<file path="config.mk">
export PLATFORM = sky130hd
export DESIGN_NAME = montgomery_reduce_pipe
export DESIGN_NICKNAME = d
export VERILOG_FILES = /design/src/rtl/montgomery_reduce_pipe.sv
export SDC_FILE = /design/constraint.sdc
export NUM_CORES = 2
export LEC_CHECK = 0
export CAP_MARGIN = 40
export CORE_AREA = 3 3 280 282
export DETAILED_ROUTE_END_ITERATION = 12
export DIE_AREA = 0 0 283 285
export PLACE_DENSITY = 0.69
export SETUP_SLACK_MARGIN = 0.5
export SLEW_MARGIN = 20
export SYNTH_ARGS = -nofsm -noshare
export SYNTH_HDL_FRONTEND = slang
export SYNTH_SLANG_ARGS = --single-unit
</file>
<file path="constraint.sdc">
create_clock -name clk -period 13.7 [get_ports clk]
set_input_delay 2.74 -clock clk [delete_from_list [all_inputs] [get_ports clk]]
set_output_delay 2.74 -clock clk [all_outputs]
set_load 0.01 [all_outputs]
</file>
<file path="src/rtl/montgomery_reduce_pipe.sv">
// -----------------------------------------------------------------------------
// montgomery_reduce_pipe
//   Multi-lane, 3-stage pipelined modular reducer for the Kyber datapath
//   (q = 3329). Each beat carries LANES signed 32-bit operands. Every lane of
//   the beat is reduced either by Montgomery reduction (a * 2^-16 mod q) or
//   by Barrett reduction, selected by `mode`. The mode and the frame marker
//   travel through the pipe alongside the data.
//
// Ports
//   clk        clock
//   reset      synchronous, active-high reset (takes priority over set)
//   set        global enable; 0 freezes every pipeline register
//   in_valid   input beat valid
//   in_ready   input beat accepted when in_valid && in_ready
//   mode       0 = Montgomery, 1 = Barrett (applies to all lanes of the beat)
//   in_last    frame marker, passed through with the beat
//   a          lane i = a[32*i +: 32], signed
//   out_valid  output beat valid
//   out_ready  downstream accept
//   out_last   in_last of the beat currently presented on t
//   t          lane i = t[16*i +: 16], signed
// -----------------------------------------------------------------------------
module montgomery_reduce_pipe #(
   parameter int LANES = 2,
   parameter int Q     = 3329,
   parameter int QINV  = -3327,
   parameter int BV    = 20159
) (
   input  logic                  clk,
   input  logic                  reset,
   input  logic                  set,
   input  logic                  in_valid,
   output logic                  in_ready,
   input  logic                  mode,
   input  logic                  in_last,
   input  logic [32*LANES-1:0]   a,
   output logic                  out_valid,
   input  logic                  out_ready,
   output logic                  out_last,
   output logic [16*LANES-1:0]   t
);

   // All arithmetic is done modulo 2^32; the low 32 bits of a product or sum
   // do not depend on signedness, so only the arithmetic shift needs $signed.
   localparam logic [31:0] Q_W    = 32'(Q);
   localparam logic [31:0] QINV_W = 32'(QINV);
   localparam logic [31:0] BV_W   = 32'(BV);
   localparam logic [31:0] ROUND  = 32'h0200_0000;   // 2^25, Barrett rounding

   // Stage 1: Montgomery -> u = low16(a) * QINV (sign-extended 16-bit)
   //          Barrett    -> m = BV * x + 2^25, x = sign-extended low16(a)
   function automatic logic [31:0] stage1(input logic [31:0] a_in, input logic md);
      logic [31:0] x;
      logic [31:0] u;
      logic [31:0] m;
      x = {{16{a_in[15]}}, a_in[15:0]};
      u = x * QINV_W;
      m = x * BV_W + ROUND;
      return md ? m : {{16{u[15]}}, u[15:0]};
   endfunction

   // Stage 2: Montgomery -> p = u * Q
   //          Barrett    -> k = m >>> 26
   function automatic logic [31:0] stage2(input logic [31:0] r, input logic md);
      logic [31:0] u;
      logic [31:0] p;
      logic [31:0] k;
      u = {{16{r[15]}}, r[15:0]};
      p = u * Q_W;
      k = $signed(r) >>> 26;
      return md ? k : p;
   endfunction

   // Stage 3: Montgomery -> (a - p) >>> 16; the low half of a - p is zero,
   //          so the upper half is the result.
   //          Barrett    -> x - k*Q; only 16 result bits are kept, so the
   //          subtraction is done on the low halves only.
   function automatic logic [15:0] stage3(input logic [31:0] a_in, input logic [31:0] r,
                                          input logic md);
      logic [31:0] diff;
      logic [31:0] kq;
      diff = a_in - r;
      kq   = r * Q_W;
      return md ? (a_in[15:0] - kq[15:0]) : diff[31:16];
   endfunction

   logic adv;

   logic        s1_valid, s1_mode, s1_last;
   logic        s2_valid, s2_mode, s2_last;

   logic [31:0] a_s1 [LANES];
   logic [31:0] r1   [LANES];
   logic [31:0] a_s2 [LANES];
   logic [31:0] r2   [LANES];

   logic [16*LANES-1:0] t_next;

   // The whole pipe moves as one; a full pipe may accept and emit in the same
   // cycle. in_ready never looks at in_valid.
   assign adv      = set && (!out_valid || out_ready);
   assign in_ready = adv;

   // NOTE: every variable assigned in always_comb gets a default first so no
   // path through the block leaves it unassigned (which would infer a latch).
   always_comb begin
      t_next = '0;
      for (int i = 0; i < LANES; i++) begin
         t_next[16*i +: 16] = stage3(a_s2[i], r2[i], s2_mode);
      end
   end

   // NOTE: the operand/intermediate registers have no reset. They are only
   // meaningful when the matching stage valid is set, and the valids are reset.
   always_ff @(posedge clk) begin
      if (adv) begin
         for (int i = 0; i < LANES; i++) begin
            a_s1[i] <= a[32*i +: 32];
            r1[i]   <= stage1(a[32*i +: 32], mode);
            a_s2[i] <= a_s1[i];
            r2[i]   <= stage2(r1[i], s1_mode);
         end
      end
   end

   // NOTE: sequential state uses non-blocking assignments so every register
   // samples its pre-edge inputs and stage order inside the block is irrelevant.
   always_ff @(posedge clk) begin
      if (reset) begin
         s1_valid  <= 1'b0;
         s1_mode   <= 1'b0;
         s1_last   <= 1'b0;
         s2_valid  <= 1'b0;
         s2_mode   <= 1'b0;
         s2_last   <= 1'b0;
         out_valid <= 1'b0;
         out_last  <= 1'b0;
         t         <= '0;
      end else if (adv) begin
         s1_valid  <= in_valid;
         s1_mode   <= mode;
         s1_last   <= in_valid && in_last;   // bubbles never carry a marker
         s2_valid  <= s1_valid;
         s2_mode   <= s1_mode;
         s2_last   <= s1_last;
         out_valid <= s2_valid;
         out_last  <= s2_last;
         t         <= t_next;
      end
   end

endmodule
</file>
=== Word-level counts from Yosys, hierarchy flattened ===
Memories as Yosys holds them, arrays and structs flattened.
Cells that the tools add are included.

* Bits in registers: 40
* Bits in writable memories: 256
* Input port bits: 71
* Output and inout port bits: 35
* Memories kept: 4

{| class="wikitable"
|+ Memories
! name !! words !! bits a word !! read ports !! clocked after memory_dff !! write ports !! line !! text
|-
| a_s1 || 2 || 32 || 2 || 0 || 2 || 92 || <nowiki>logic [31:0] a_s1 [LANES];</nowiki>
|-
| a_s2 || 2 || 32 || 2 || 0 || 2 || 94 || <nowiki>logic [31:0] a_s2 [LANES];</nowiki>
|-
| r1 || 2 || 32 || 2 || 0 || 2 || 93 || <nowiki>logic [31:0] r1 [LANES];</nowiki>
|-
| r2 || 2 || 32 || 2 || 0 || 2 || 95 || <nowiki>logic [31:0] r2 [LANES];</nowiki>
|}

* Add/subtract/negate cells: 6
* Multipliers: 8
* Mux-type cells: 8
* Reduce and logical (&&, ||, !) cells: 4

{| class="wikitable"
|+ Operators by type and width
! cell !! number
|-
| $mux W32 || 4
|-
| $add A32 B26 Y32 const B || 2
|-
| $mul A16 B16 Y32 const B || 2
|-
| $mul A32 B12 Y16 const B || 2
|-
| $sub A32 B32 Y32 || 2
|-
| $mul A16 B13 Y29 const B || 2
|-
| $mul A16 B13 Y16 const B || 2
|-
| $mux W16 || 2
|-
| $sub A16 B16 Y16 || 2
|-
| $logic_and A1 B1 Y1 || 2
|-
| $mux W1 || 2
|-
| $logic_not A1 Y1 || 1
|-
| $logic_or A1 B1 Y1 || 1
|}

=== Logic depth before layout (Yosys ltp) ===
* Word-level depth: 5
* Mapped depth: 22
* Depth with buffers taken out: 22

=== Worst setup path after synthesis ===
Ideal clock, no wire load.

* Path type: input port to output port
* Start: input set
* End: output in_ready
* Arrival time: 9.723 ns
* Required time: 10.960 ns
* Setup slack: 1.237 ns
* Cell stages on the path: 4
* Cell sequence: o21ai_1 > inv_1 > clkbuf_1 > clkbuf_1

* Cells in the longest elaborated chain, start to end: 1

{| class="wikitable"
|+ Ends and longest elaborated chain
! element !! line !! text
|-
| start, declared || 31 || <nowiki>input logic set,</nowiki>
|-
| $logic_and A1 B1 Y1 || 101 || <nowiki>assign adv = set && (!out_valid || out_ready);</nowiki>
|-
| end, declared || 33 || <nowiki>output logic in_ready,</nowiki>
|}

No other way between the ends.

==> summary.txt <==
Run status
  – Status: complete, no violations

Detailed routing
  – Drt pass-1 iters: 6
  – Routed Antenna Nets: 0
  – Final wirelength: 73.76 mm
  – DRT iter0 DRCs: 1,230
  – DR DRC count: 0
  – Vias: 22,670
  – Routed len/inst: 16.09 um
  – Via density: 4.946

Floorplanning
  – Die height: 285 um
  – Starting Density: 44.92%
  – Full die area: 0.08066 sq mm
  – # IOs: 106
  – Die width: 283 um
  – Row count: 101
  – Total core area: 0.07595 sq mm

Synth
  – Largest family of logic cells by synthesized area: adder cells
  – Post-synth ARST share: 0%
  – Mux cell area share after synthesis: 0.9389%
  – EDFF count, synth: 228
  – Commonest cells in the netlist: inv_1, ha_1, fa_1, edfxtp_1
  – Post-Syn Area: 0.03412 sq mm
  – Post-Synth Adder-Cell Area: 46.37%
  – Post-synth cell types: 78
  – Post-synthesis cell count: 3,415
  – Share of the synthesized area in the top cell type: 24.13%
  – Seq/Total Area, Yosys: 22.42%
  – Count leader, synth: inv_1
  – Mean post-synth cell area: 9.990 sq um
  – Simple-Gate Fraction of Synth Area: 5.780%
  – Post-synth top area cell: ha_1
  – Ys Warns: 0
  – Largest cells by area after synthesis: ha_1, fa_1, edfxtp_1
  – XOR/XNOR Fraction of Synth Area: 3.902%
  – Most used DFF post-synth: edfxtp_1
  – Post-synthesis register bit count: 268
  – Compound-cell area share of the yosys netlist: 9.348%
  – Post-synth net total: 4,523

Finish
  – Fillers: 6,954
  – Layout cell share with drive strength beyond 1: 3.376%
  – Layout area overhead: 10.02%
  – Layout net count: 4,637
  – Ant. Diodes: 0
  – Final instance area: 0.03753 sq mm

Global route
  – Total GRT Usage: 18.84%
  – Initial antenna violation count: 2
  – Largest net degree at the start of global routing: 97
  – First-pass GRT wire length: 123.3 mm
  – Number of global-route vias before repair: 23,690
  – Grt ovf: 0

CTS
  – Inserted Clock Buffers: 31
  – H-tree depth: 1
  – Worst-Skew Late Latency: 0.58 ns
  – CTS Sinks: 268
  – Hold_buf cts: 0
  – CTS root buf: clkbuf_16
  – Maximum clock insertion buffer count: 3
  – Post-CTS sizing: 0
  – Worst-path clk slew: 0.06 ns
  – CTS tree: done
  – Post-CTS Setup Bufs: 0

Critical path
  – Crit Path Class: in2reg
  – Worst-path maximum fanout: 12
  – Worst EP arrival: 9.14 ns
  – Worst Setup End Kind: register
  – Startpoint class of the critical path: primary input
  – Worst R2R Path Depth: 19
  – Critical Path RT: 14.04 ns

Timing
  – Final setup TNS: 0 ns
  – RSZ-0062 raised after global routing: no
  – Tmin final: 8.800 ns
  – Finish-stage setup viols: 0
  – Clock Skew: 0.01132 ns
  – Final number of max-transition violations: 0
  – FMAX: 113.6 MHz
  – Slew @ Worst Pin: 0.7881 ns
  – Final worst-path cycle share: 64.24%
  – Fin. Hold Viols: 0
  – Hold Slack: 0.4153 ns
  – Rel. slew slack: 47.29%

Placement
  – Port bufs: 105
  – Area post-placement: 0.03645 sq mm
  – Post-DP HPWL: 61.65 mm
  – Routability congestion estimate from global placement: 0.9054

Run
  – Max cap viols: 0

Worst hold path
  – Worst Hold Class: reg2reg
  – Hold Path Stages: 0
==> logic make-up (layout without fill, tap and decap cells) <==
family,Yosys count,after routing
adder cells (fa/ha/maj),1037,1037
XOR/XNOR,152,152
AO/OA/AOI/OAI,489,489
flip-flops,268,268
multiplexers,29,29
buffers and inverters,1022,1161
AND/OR/NAND/NOR,418,418
==> metrics by stage <==
stage,setup WS (ns),util [%],std cells
2_1_floorplan,1.237,-,3415
3_3_place_gp,4.491,47.92,4522
3_5_place_dp,4.306,47.99,4525
4_1_cts,4.903,49.38,4583
5_1_grt,4.596,49.42,4584
6_report,4.900,49.42,4584
==> layout make-up <==
cell class,instances,area (sq um),area share (%)
sequential,268,7649,20.38
timing repair buffer,119,1201,3.200
multi-input combinational,2125,22640,60.31
tap,1030,1289,3.434
clock buffer,42,932.1,2.483
inverter,984,3701,9.861
clock inverter,16,125.1,0.3334
==> cells in the final DEF (no fill, tap or decap), types with 39 or more instances in the layout <==
cell and count:
inv_1 983, ha_1 658, fa_1 379, edfxtp_1 228, nor2_1 122, a21oi_1 122
o21ai_0 122, nand2_1 110, clkdlybuf4s50_1 103, xnor2_1 99, a21o_1 55, xor2_1 53
nor3_1 46, dfxtp_1 39
==> sequential cells by signal, indices dropped and copies added (netlist names) <==
register	flops
s1_valid	1
t	32
a_s2	64
r2	58
out_last	1
r1	42
s2_last	1
s1_mode	1
s2_mode	1
s1_last	1
a_s1	64
out_valid	1
s2_valid	1
==> layer usage <==
| layer | global-route usage [%] | up-vias | routed length, um |
|---|---|---|---|
| met5 | 0 | - | 12 |
| met4 | 4.548 | 2 | 1810 |
| met3 | 2.294 | 91 | 3276 |
| met2 | 30.87 | 420 | 33580 |
| met1 | 26.67 | 10890 | 35070 |
| li1 | - | 11270 | - |
==> final timing paths <==
kind,from,endpoint,slack [ns]
worst max-delay path,a[14],r1[0][31],4.90
worst min-delay path,a_s1[0][2],a_s2[0][2],0.42
worst max register to register,r1[0][1],r2[0][31],8.46
worst min register to register,a_s1[0][2],a_s2[0][2],0.42
==> worst max-delay path, stage by stage <==
cell	delay, ns
clkdlybuf4s50_1	0.82
inv_1	0.20
ha_1	0.36
xor2_1	0.19
fa_1	0.46
fa_1	0.54
inv_1	0.06
fa_1	0.44
fa_1	0.51
inv_1	0.05
fa_1	0.49
inv_1	0.05
ha_1	0.31
or2_2	0.31
a221oi_1	0.40
nor4_1	0.12
o2111a_1	0.15
a211o_1	0.30
o22ai_1	0.20
o21ai_1	0.12
xnor2_1	0.14
a21o_1	0.18
Power is not shown: default switching activity piles up to over one toggle a cycle in this logic, so the estimate is an artifact.
